<file path="src/rtl/mock_miso_gen.sv">
// -----------------------------------------------------------------------------
// mock_miso_gen
//
// Two-channel mock SPI slave data source (SPI mode 0). Each channel waits for
// its slave select to fall and then shifts a fixed pattern out MSB-first, one
// bit per falling sck edge. Frames repeat back-to-back while the select stays
// low. A rising select aborts the frame.
//
// sck, ss1 and ss2 are asynchronous to clk. Each passes through a 2-flop
// synchronizer plus a third flop that is used only for edge detection.
//
// Parameters
//   DATA_W    bits per frame (2..32)
//   PATTERN1  channel-1 frame content
//   PATTERN2  channel-2 frame content
//
// Ports
//   clk         system clock, all state on its rising edge
//   rst         asynchronous active-high reset
//   sck         SPI serial clock from the master (asynchronous)
//   ss1, ss2    active-low slave selects (asynchronous)
//   mock_miso1  channel-1 serial data to the tristate stage
//   mock_miso2  channel-2 serial data to the tristate stage
//   busy1/2     channel is in SHIFT
//   done1/2     one-clk pulse when a channel completes a frame
//   collision   both synchronized selects are low
// -----------------------------------------------------------------------------
module mock_miso_gen #(
  parameter int                 DATA_W   = 8,
  parameter logic [DATA_W-1:0]  PATTERN1 = DATA_W'(8'hA5),
  parameter logic [DATA_W-1:0]  PATTERN2 = DATA_W'(8'h3C)
) (
  input  logic clk,
  input  logic rst,
  input  logic sck,
  input  logic ss1,
  input  logic ss2,
  output logic mock_miso1,
  output logic mock_miso2,
  output logic busy1,
  output logic busy2,
  output logic done1,
  output logic done2,
  output logic collision
);

  localparam int CNT_W = (DATA_W > 1) ? $clog2(DATA_W) : 1;
  localparam logic [CNT_W-1:0] LAST_BIT = CNT_W'(DATA_W - 1);
  // Channel patterns packed so the generate loop can select by index.
  localparam logic [2*DATA_W-1:0] PATTERNS = {PATTERN2, PATTERN1};

  // Synchronizer chains: [0] first flop, [1] second (synchronized value),
  // [2] third (previous synchronized value, for edge detection).
  logic [2:0] sck_sync_reg;
  logic [2:0] ss1_sync_reg;
  logic [2:0] ss2_sync_reg;

  // Right after reset the chains hold forced 1s rather than real samples. An
  // edge seen against those forced values is not a genuine pin transition
  // (e.g. a select held low through reset), so edges are only honoured once
  // all three flops carry real samples.
  logic [2:0] settle_reg;
  logic       sync_valid;

  always_ff @(posedge clk or posedge rst) begin
    if (rst) begin
      sck_sync_reg <= 3'b111;
      ss1_sync_reg <= 3'b111;
      ss2_sync_reg <= 3'b111;
      settle_reg   <= 3'b000;
    end else begin
      sck_sync_reg <= {sck_sync_reg[1:0], sck};
      ss1_sync_reg <= {ss1_sync_reg[1:0], ss1};
      ss2_sync_reg <= {ss2_sync_reg[1:0], ss2};
      settle_reg   <= {settle_reg[1:0], 1'b1};
    end
  end

  assign sync_valid = settle_reg[2];

  logic       sck_fall;
  logic [1:0] ss_fall;
  logic [1:0] ss_rise;

  assign sck_fall   = sync_valid &  sck_sync_reg[2] & ~sck_sync_reg[1];
  assign ss_fall[0] = sync_valid &  ss1_sync_reg[2] & ~ss1_sync_reg[1];
  assign ss_fall[1] = sync_valid &  ss2_sync_reg[2] & ~ss2_sync_reg[1];
  assign ss_rise[0] = sync_valid & ~ss1_sync_reg[2] &  ss1_sync_reg[1];
  assign ss_rise[1] = sync_valid & ~ss2_sync_reg[2] &  ss2_sync_reg[1];

  assign collision = ~ss1_sync_reg[1] & ~ss2_sync_reg[1];

  logic [1:0] mock_vec;
  logic [1:0] busy_vec;
  logic [1:0] done_vec;

  genvar gi;
  generate
    for (gi = 0; gi < 2; gi++) begin : g_chan
      localparam logic [DATA_W-1:0] PAT = PATTERNS[gi*DATA_W +: DATA_W];

      typedef enum logic {IDLE, SHIFT} state_t;

      state_t            state_reg;
      logic [DATA_W-1:0] shift_reg;
      logic [CNT_W-1:0]  cnt_reg;
      logic              mock_reg;
      logic              done_reg;

      always_ff @(posedge clk or posedge rst) begin
        if (rst) begin
          state_reg <= IDLE;
          shift_reg <= '0;
          cnt_reg   <= '0;
          mock_reg  <= 1'b0;
          done_reg  <= 1'b0;
        end else begin
          done_reg <= 1'b0;
          case (state_reg)
            IDLE: begin
              mock_reg <= 1'b0;
              cnt_reg  <= '0;
              // A coincident sck fall is ignored here: the MSB must be held
              // for a full bit time before the master samples it.
              if (ss_fall[gi]) begin
                shift_reg <= PAT;
                mock_reg  <= PAT[DATA_W-1];
                state_reg <= SHIFT;
              end
            end
            SHIFT: begin
              // Deselect wins over a simultaneous sck fall.
              if (ss_rise[gi]) begin
                state_reg <= IDLE;
                mock_reg  <= 1'b0;
                cnt_reg   <= '0;
              end else if (sck_fall) begin
                if (cnt_reg == LAST_BIT) begin
                  // Reload immediately so the next frame follows with no gap.
                  shift_reg <= PAT;
                  mock_reg  <= PAT[DATA_W-1];
                  cnt_reg   <= '0;
                  done_reg  <= 1'b1;
                end else begin
                  shift_reg <= {shift_reg[DATA_W-2:0], 1'b0};
                  mock_reg  <= shift_reg[DATA_W-2];
                  cnt_reg   <= cnt_reg + 1'b1;
                end
              end
            end
            default: state_reg <= IDLE;
          endcase
        end
      end

      assign mock_vec[gi] = mock_reg;
      assign busy_vec[gi] = (state_reg == SHIFT);
      assign done_vec[gi] = done_reg;
    end
  endgenerate

  assign mock_miso1 = mock_vec[0];
  assign mock_miso2 = mock_vec[1];
  assign busy1      = busy_vec[0];
  assign busy2      = busy_vec[1];
  assign done1      = done_vec[0];
  assign done2      = done_vec[1];

endmodule
</file>
<file path="config.mk">
export PLATFORM = sky130hd
export DESIGN_NAME = mock_miso_gen
export DESIGN_NICKNAME = d
export VERILOG_FILES = /design/src/rtl/mock_miso_gen.sv
export SDC_FILE = /design/constraint.sdc
export NUM_CORES = 1
export LEC_CHECK = 0
export ABC_AREA = 1
export BUFFER_PORTS_ARGS = -buffer_cell sky130_fd_sc_hd__buf_2
export CORE_ASPECT_RATIO = 1.1
export CORE_MARGIN = 1.5
export CORE_UTILIZATION = 52
export DETAILED_ROUTE_END_ITERATION = 12
export GPL_TIMING_DRIVEN = 0
export PLACE_DENSITY = 0.8
export SETUP_SLACK_MARGIN = 0.05
export SYNTH_ARGS = -nofsm -noshare
export SYNTH_HDL_FRONTEND = slang
export SYNTH_SLANG_ARGS = --single-unit
</file>
<file path="constraint.sdc">
create_clock -name clk -period 1.5 [get_ports clk]
set_clock_uncertainty 0.2 [all_clocks]
set_input_delay 0.075 -clock clk [delete_from_list [all_inputs] [get_ports clk]]
set_output_delay 0.075 -clock clk [all_outputs]
set_load 0.01 [all_outputs]
</file>
==> flow_summary.toml <==
[synthesis]
async_flop_share_pct = 100
synth_top_area_share_pct = 43.0
synth-edff-count = 0
synth_fp_nets = 171
synthFlopType = "dfrtp_1"
synth_cell_types = 22
synthCells = 160
ys_seq_area_share_pct = 58.0
synth_seq_cells = 36
synth_area_um2 = 1570
yosysWarnings = 0
yosys-top-cells-count = "nand2_1 (48), dfrtp_1 (27), nand3_1 (15), nor2_1 (15), inv_1 (11)"
synth_most_common_cell = "nand2_1"
syn_avg_cell_area_um2 = 9.83
synth_top_area_cell = "dfrtp_1"
synth.area.top_cells = "dfrtp_1 (43%), dfstp_2 (15%), nand2_1 (11%)"

[sta]
rsz0062_at_grt = "yes"
worst_slew_pin_slew_ns = 0.710
fmax_ghz = 0.646
maxSlewHeadroom_pct = 52.6
hold_violations = 0
setup_tns_ns = -0.128
min_period_ns = 1.55
setup_ws_ns = -0.0476
setup_viol_count_final = 3
maxSlewViolCount = 0
post-route-period-util_pct = 103

[global_route]
antenna_found_initial = 0
gr-usage-all-layers_pct = 20.0
grt_pass1_vias = 1160
grt_max_degree = 37
grt-ovfl-total = 0
grt_pass1_wl_mm = 5.06

[clock_network]
numCtsBuffers = 5
worstSkewPairLatency_ns = 0.34
cts-htree-levels = 2
clk_root_buffer_cell = "clkbuf_4"
cts_sinks = 36
clock_path_buffers = 2
cts_tree = "done"
path_clk_slew_ns = 0.10

[cells_and_area]
area_growth_pct = 35.4
antennaDiodeCount = 0
fin_area_um2 = 2130
largest_reg_flops = 12
nets = 210
drive_above_1_share_pct = 46.5

[pwr]
power_mw = 2.64
p_per_area_nw_per_um2 = 1240
ir_drop_uv = 1060
p_leak_nw = 1.00

[placement]
placed_area_um2 = 1720
port_buffers = 11
post-dp-hpwl_mm = 1.92
globalplace.congestion = 0.785

[critical_path]
worst_ep_arrival_time_ns = 1.59
crit_path_end = "mock_miso1"
cpMostUsedCell = "nand2_1"
worstSetupStartpointType = "register"
crit_type = "register to register"
slowest_delay_ns = 0.43
worst-path-stages = 7
end_kind = "register"
reg2reg_to = "mock_miso1"
cp.required_ns = 1.55
worstPathCellList = "ha_4 -> ha_2 -> nor2_1 -> nand3b_1 -> nand2_1 -> nand2_1 -> nand2_1"
startpoint = "g_chan[0].cnt_reg[0]"
worst-path-buf-inv = 0
critPathTopFamily = "simple AND/OR/NAND/NOR gates"
cp_max_fo = 2
slowest_stage = "dfrtp_1"
r2r_start = "g_chan[0].cnt_reg[0]"
r2r_cells = 7
regToRegSetupSlack_ns = -0.05

[floorplanning]
die_height_um = 60.7
fp.dieW_um = 55.4
core_um2 = 2830
num_rows = 20
ios = 12
die_area_um2 = 3360
start_util_pct = 55.6

[run]
max_cap_viol_count = 0

[drt]
first_pass_iters = 6
wirelength_mm = 3.53
drc = 0
ant_nets = 0
wire_per_inst_um = 15.2
vias_per_cell = 5.30
via_count = 1234
drt_iter0_markers = 23

[status]
failed_checks = "negative setup slack"
outcome = "finished, violations left"

[worst_hold_path]
min_path_type = "register to register"
==> worst min path at each step <==
| stage | startpoint | to | slack (ns) | depth (start not counted) |
|---|---|---|---|---|
| after floorplan | sck | sck_sync_reg[0] | -0.12 | 0 |
| after global placement | ss2 | ss2_sync_reg[0] | -0.02 | 1 |
| after detailed placement | sck | sck_sync_reg[0] | -0.02 | 1 |
| after CTS | rst | busy1 | -0.08 | 2 |
| after global routing | ss1 | ss1_sync_reg[0] | 0.17 | 2 |
| final | settle_reg[0] | settle_reg[1] | 0.16 | 0 |
==> timing repair <==
action                                 4_1_cts  5_1_grt
pin swaps                                    7       10
buffers inserted                             7        9
endpoints found under the hold margin       30       27
gates cloned                                 1        0
setup endpoints to repair                   21       19
resized for setup                           14       27
hold buffers                                 3        1
==> where the power goes <==
group          total (mW)  switching (mW)  internal, mW
sequential           1.30           0.132          1.16
clock               0.530           0.298         0.231
combinational       0.818           0.468         0.351
total                2.64           0.898          1.75
==> final cells by class <==
class	count	area, um2
Multi-Input combinational cell	111	806
Buffer	2	26.3
Sequential cell	36	915
Inverter	12	47.5
Clock buffer	8	58.8
Fill cell	170	698
Timing Repair Buffer	31	235
Tap cell	33	41.3
==> cell families (layout without fill, tap and decap cells) <==
family,count (synthesis),count (layout),synth area share (%)
and+or+nand+nor,96,97,30.5
DFF,36,36,58.0
buffers and inverters,14,53,4.22
AOI/OAI and AO/OA,7,7,2.23
adders and majority gates,6,6,4.77
other,1,1,0.238
==> placed cells by master (no fill, tap or decap), types with 5 or more instances in the layout <==
cell       n
nand2_1   44
dfrtp_1   25
buf_4     13
buf_2     11
dfstp_2    9
nand3_1    8
nor2_1     8
inv_1      7
nand2_4    6
nand3_2    6
ha_4       5
clkbuf_4   5
==> metal layers <==
layer,share of wire [%],wire (um),track usage (%)
met2,50,1780,34.5
met4,3.4,121,9.41
met3,3.5,122,5.33
met5,0,0,0
met1,43,1510,23.8
==> per-stage QoR <==
step | hold WS [ns] | cells | utilization, % | worst slack, ns
4_1_cts | -0.0756 | 223 | 67.7 | -0.0521
5_1_grt | 0.166 | 233 | 75.3 | -0.0744
2_1_floorplan | -0.121 | 160 | - | 0.0420
3_5_place_dp | -0.0185 | 204 | 60.7 | -0.0415
6_report | 0.163 | 233 | 75.3 | -0.0476
3_3_place_gp | -0.0187 | 204 | 60.7 | -0.0149
==> worst reg2reg max path, stage by stage, from the launching register on <==
cell and delay (ns):
dfrtp_1 0.43, ha_4 0.19, ha_2 0.19, nor2_1 0.10
nand3b_1 0.15, nand2_1 0.09, nand2_1 0.06, nand2_1 0.04
No activity file was read; power rests on OpenSTA's default activity.
